### config.mk
export PLATFORM = sky130hd
export DESIGN_NAME = sd_drive_arbiter
export DESIGN_NICKNAME = d
export VERILOG_FILES = /design/src/rtl/sd_drive_arbiter.sv
export SDC_FILE = /design/constraint.sdc
export NUM_CORES = 1
export LEC_CHECK = 0
export ABC_AREA = 0
export BUFFER_PORTS_ARGS = -buffer_cell sky130_fd_sc_hd__buf_2
export CAP_MARGIN = 30
export CELL_PAD_IN_SITES_DETAIL_PLACEMENT = 1
export CELL_PAD_IN_SITES_GLOBAL_PLACEMENT = 1
export CORE_ASPECT_RATIO = 0.5
export CORE_MARGIN = 4
export CORE_UTILIZATION = 31
export DETAILED_ROUTE_END_ITERATION = 10
export PLACE_DENSITY_LB_ADDON = 0.1
export SETUP_SLACK_MARGIN = 0.1
export SLEW_MARGIN = 20
export SYNTH_ARGS = -nofsm -noshare
export SYNTH_HDL_FRONTEND = slang
export SYNTH_SLANG_ARGS = --single-unit
### constraint.sdc
create_clock -name clk_sys -period 2.1 [get_ports clk_sys]
set_input_delay 0.42 -clock clk_sys [delete_from_list [all_inputs] [get_ports clk_sys]]
set_output_delay 0.42 -clock clk_sys [all_outputs]
set_load 0.005 [all_outputs]
### src/rtl/sd_drive_arbiter.sv
// Shares the single user_io SD block interface between floppy slots A: and B:.
// Round-robin grant, registered sd_rd/sd_wr/sd_lba, ack handshake tracking and buffer steering.
module sd_drive_arbiter #(
  parameter int unsigned TIMEOUT_W = 24,
  parameter int unsigned TIMEOUT   = 16000000
) (
  input  logic        clk_sys,
  input  logic        reset,
  input  logic [63:0] req_lba,
  input  logic [1:0]  req_rd,
  input  logic [1:0]  req_wr,
  output logic [1:0]  req_done,
  output logic [1:0]  req_err,
  output logic [1:0]  req_buff_wr,
  input  logic [15:0] req_buff_din,
  output logic [31:0] sd_lba,
  output logic [1:0]  sd_rd,
  output logic [1:0]  sd_wr,
  input  logic        sd_ack,
  input  logic        sd_buff_wr,
  output logic [7:0]  sd_buff_din,
  output logic        busy,
  output logic        grant
);

  localparam logic [TIMEOUT_W-1:0] TO_LAST = TIMEOUT_W'((TIMEOUT == 0) ? 0 : TIMEOUT - 1);
  localparam logic                 TO_EN   = (TIMEOUT != 0);

  typedef enum logic [2:0] {S_IDLE, S_REQ, S_XFER, S_DONE, S_FAIL} state_t;

  state_t                r_state;
  logic                  r_last;
  logic [TIMEOUT_W-1:0]  r_cnt;

  logic [1:0]  w_pend;
  logic        w_pick;
  logic [1:0]  w_pick_oh;
  logic [1:0]  w_grant_oh;
  logic        w_timeout;

  // Arbitration: a lone requester wins; on contention the drive not served last wins.
  always_comb begin
    w_pend = req_rd | req_wr;
    if (w_pend == 2'b11) w_pick = ~r_last;
    else                 w_pick = w_pend[1];
    w_pick_oh  = w_pick ? 2'b10 : 2'b01;
    w_grant_oh = grant  ? 2'b10 : 2'b01;
    w_timeout  = TO_EN && (r_cnt == TO_LAST);
  end

  always_ff @(posedge clk_sys) begin
    if (reset) begin
      r_state  <= S_IDLE;
      r_last   <= 1'b1;
      r_cnt    <= '0;
      sd_lba   <= '0;
      sd_rd    <= '0;
      sd_wr    <= '0;
      req_done <= '0;
      req_err  <= '0;
      busy     <= 1'b0;
      grant    <= 1'b0;
    end else begin
      case (r_state)
        S_IDLE: begin
          if (w_pend != 2'b00) begin
            grant   <= w_pick;
            sd_lba  <= w_pick ? req_lba[63:32] : req_lba[31:0];
            // Write wins when a drive asserts both read and write.
            if (req_wr[w_pick]) begin
              sd_wr <= w_pick_oh;
              sd_rd <= 2'b00;
            end else begin
              sd_rd <= w_pick_oh;
              sd_wr <= 2'b00;
            end
            r_cnt   <= '0;
            busy    <= 1'b1;
            r_state <= S_REQ;
          end
        end
        S_REQ: begin
          r_cnt <= r_cnt + TIMEOUT_W'(1);
          if (sd_ack) begin
            sd_rd   <= 2'b00;
            sd_wr   <= 2'b00;
            r_state <= S_XFER;
          end else if (w_timeout) begin
            sd_rd   <= 2'b00;
            sd_wr   <= 2'b00;
            req_err <= w_grant_oh;
            r_state <= S_FAIL;
          end
        end
        S_XFER: begin
          if (!sd_ack) begin
            req_done <= w_grant_oh;
            r_state  <= S_DONE;
          end
        end
        S_DONE, S_FAIL: begin
          req_done <= 2'b00;
          req_err  <= 2'b00;
          r_last   <= grant;
          busy     <= 1'b0;
          r_state  <= S_IDLE;
        end
        default: begin
          r_state <= S_IDLE;
          busy    <= 1'b0;
        end
      endcase
    end
  end

  // Buffer steering: strobes reach only the granted drive and only while transferring.
  always_comb begin
    req_buff_wr = 2'b00;
    if (r_state == S_XFER && sd_buff_wr) req_buff_wr = w_grant_oh;
    sd_buff_din = grant ? req_buff_din[15:8] : req_buff_din[7:0];
  end

endmodule

==> implementation parameters <==
Parameter                              Value

Status
  Outcome    finished clean

Routing
  Detail Route Antenna Nets    0
  Via total after detailed routing    3,443
  Via count normalized by instance count    slightly above 5
  Routed length per instance    ~16 um
  Number of optimization iterations in the first detailed-route pass    4
  Post-route DRC violation count    0
  DRC violation total after the first TritonRoute iteration    114
  Post-Route WL    11.04 mm

Worst hold path
  Min-Delay Startpoint    req_wr[0]
  Worst Hold End    sd_wr[0]
  Worst hold stages    3
  Worst min-delay path category    primary input to register

Worst setup path
  Setup Crit Path Kind    register to register
  Worst R2R End    r_cnt[17]
  Cell depth of the worst flop-to-flop path    4
  Cell Chain, Critical Path    or3b_4 -> or3_4 -> or4_1 -> a21oi_1
  Start of the worst register-to-register path    r_state[0]
  Worst Setup Start Kind    register
  Cell with the largest stage delay on the worst path    or4_1
  Critical Path End Type    register
  Number of logic stages on the critical path including buffering    4
  Worst Path Buf+Inv    0
  Data required, critical path    2.36 ns
  Critical path data arrival time    2.19 ns
  Kind of cell with the highest combined delay on the critical path    simple AND/OR/NAND/NOR gates
  Worst Path Max Fanout    9
  Crit-path max cell delay    between 0.5 and 0.6 ns
  Reg2Reg Setup Slack    0.18 ns

Synthesis
  Top cell type by total area after synthesis    dfxtp_1
  Flip-flop and latch count after synthesis    70
  Fraction of post-synthesis cell area in the top cell type by area    0.4074
  Count of mapped cells out of synthesis    390
  Most area-consuming cells after synthesis    dfxtp_1 41%, mux2i_1 10%, a211oi_1 8.1%
  Yosys cell types    45
  Synthesized area divided by synthesized cell count    a little under 9 um^2
  Net count of the mapped netlist    479
  Sequential area share after synthesis    0.4074
  Asr flop ratio synth    0
  Number of synthesized flops with an enable pin    0
  Total of warnings raised by yosys    0
  Synthesized area    3440 um^2
  Post-synth top flop    dfxtp_1

Timing
  Tightest Pin Transition    0.5589 ns
  Unrepaired setup endpoints after global routing    false
  Shortest clock period the worst path allows after layout    about 1.9 ns
  Hold slack    0.4068 ns
  Number of hold-slack violations in the final timing report    0
  Max-slew headroom    0.6251
  Fmax    between 500 and 600 MHz
  Post-Route Skew    between 0.005 and 0.006 ns
  Finish-stage setup viols    0
  Setup TNS    0 ns
  Count of final max-slew check failures    0
  Share of the clock period used by the worst path    0.9157

Layout
  Non-Filler Instances    between 600 and 700
  Net count, final    around 620
  Filler cell count    between 1,000 and 1,500
  Area used by multi-input combinational logic    just under 2000 um^2
  Inserted Diodes    0
  Ratio of cells with drive above 1 in the final layout    0.3832
  Synthesis-to-finish area growth    39.83%
  Register cell area after layout    between 1000 and 1500 um^2

Floorplan
  Standard cell core area    around 11,000 um^2
  Std-Cell Rows    26
  I/O pin count    140
  Starting utilization of the core area    0.3273
  Die ar.    approximately 13,000 um^2
  Overall die height    a little over 80 um
  Die X-Extent    about 160 um

Clock tree
  Cts-stage hold buffer count    0
  Clk Tree Root Cell    clkbuf_16
  Count of clock tree sinks    70
  Number of buffers inserted during clock tree synthesis    9
  Buffer depth of the longest clock path    2
  Deepest level of the CTS H-tree    3
  Clock tree from TritonCTS    done
  Source-to-sink clock delay at the later pin of the worst-skew pair    between 0.3 and 0.4 ns
  Clock transition at path regs    ~0.06 ns

Global routing
  All-Layer GR Usage    0.1721
  Most used routing layer    met2
  Wire length of the first global-routing pass    17.65 mm
  Met3 usage    0.06403
  Global Route met2 Usage    0.2983
  Number of antenna violations at the first check in global routing    0
  Total gr overflow    0
  Largest net degree at the start of global routing    66
  Via count of the first global-routing pass    about 3,500
  Met1 routing resource usage after global routing    0.2025

Pwr
  Leakage power    2.198 nW
  Peak supply drop    0.0003544 V
  PD cells    between 800 and 900 nW/um^2
  Overall power after layout    around 4.1 mW

Run
  Maximum capacitance violations    0

Place
  Number of placed instances with taps included    between 600 and 700
  Number of buffer cells added on primary ports    about 140
  Routability cong.    ~0.8
  Half-perimeter wire length after detailed placement    approximately 8.3 mm
[through the flow]
stage / utilization / setup WS (ns) / area [um^2]
CTS: 0.4557 / 0.1481 / 4788
global placement: 0.4188 / 0.1077 / 4400
detailed placement: 0.4188 / 0.06522 / 4400
global route: 0.4577 / 0.1138 / 4810
floorplan: - / 0.1026 / 3458
finish: 0.4577 / 0.1770 / 4810
[worst max path at each step]
| stage | start | to | slack (ns) |
|---|---|---|---|
| finish | r_state[0] | r_cnt[17] | 0.18 |
| CTS | r_cnt[0] | r_cnt[22] | 0.15 |
| global route | r_cnt[0] | r_cnt[20] | 0.11 |
| detailed placement | r_state[0] | r_cnt[17] | 0.07 |
| floorplan | r_state[2] | r_cnt[17] | 0.10 |
| global placement | r_state[1] | r_cnt[17] | 0.11 |
[Yosys cell counts, drive strengths merged (5+ instances only)]
| cell | number |
|---|---|
| nor3 | 5 |
| a21oi | 16 |
| nor2 | 51 |
| o21ai | 8 |
| inv | 8 |
| mux2 | 14 |
| nor4 | 5 |
| clkbuf | 22 |
| and3 | 11 |
| dfxtp | 70 |
| buf | 8 |
| nand4 | 7 |
| or4 | 6 |
| mux2i | 36 |
| nand2 | 18 |
| a211oi | 37 |
| nand3 | 18 |
[layer usage]
layer | up-vias | routed length, um
li1 | 1733 | -
met4 | 0 | 95
met5 | - | 0
met3 | 9 | 739
met1 | 1624 | 4850
met2 | 77 | 5354
[logic make-up (layout without fill, tap and decap cells)]
family | count (synthesis) | count (layout) | share of synthesized area
AND/OR/NAND/NOR | 143 | 143 | 0.2128
AO/OA/AOI/OAI | 87 | 87 | 0.1786
flip-flops | 70 | 70 | 0.4074
multiplexers | 50 | 50 | 0.1506
buffers and inverters | 38 | 183 | 0.04438
adder cells (fa/ha/maj) | 1 | 1 | 0.003637
XOR/XNOR | 1 | 1 | 0.002547
[cells in the final DEF, fill, tap and decap left out, types with 9 or more instances in the layout]
cell,netlist,layout
buf_2,2,139
mux2_2,14,14
buf_4,2,17
clkbuf_16,0,9
a211oi_1,37,37
and3_1,11,10
mux2i_1,36,36
nand3_1,18,18
a21oi_1,16,16
nand2_1,18,18
nor2_1,51,50
dfxtp_1,70,69
[repair_timing]
item / 4_1_cts / 5_1_grt
endpoints found under the setup margin: 6 / 7
resized for setup: 2 / 4
setup buffers: 0 / 0
[worst min-delay path: stages]
cell and delay (ns):
buf_2 0.12, nand3_1 0.07, mux2i_1 0.07
[report_power, final]
group	switching (mW)	leakage, nW	total (mW)	internal, mW
clock network	0.573	0.186	1.92	1.35
registers	0.0557	0.575	1.49	1.43
logic	0.365	1.44	0.685	0.320
total	0.994	2.20	4.09	3.10
[state kept, by name, indices dropped and copies added (netlist names), 2 cells and up]
| name | flops |
|---|---|
| req_done | 2 |
| req_err | 2 |
| r_state | 3 |
| r_cnt | 24 |
| sd_rd | 2 |
| sd_wr | 2 |
| sd_lba | 32 |
[area by class of cell]
| class | instances | share of cell area |
|---|---|---|
| multi-input combinational | 282 | 0.4027 |
| sequential | 70 | 0.2916 |
| inverter | 8 | 0.006243 |
| tap | 140 | 0.03642 |
| clock buffer | 11 | 0.05255 |
| timing repair buffer | 159 | 0.1837 |
| clock inverter | 5 | 0.02680 |
(Power assumes the default switching activity.)
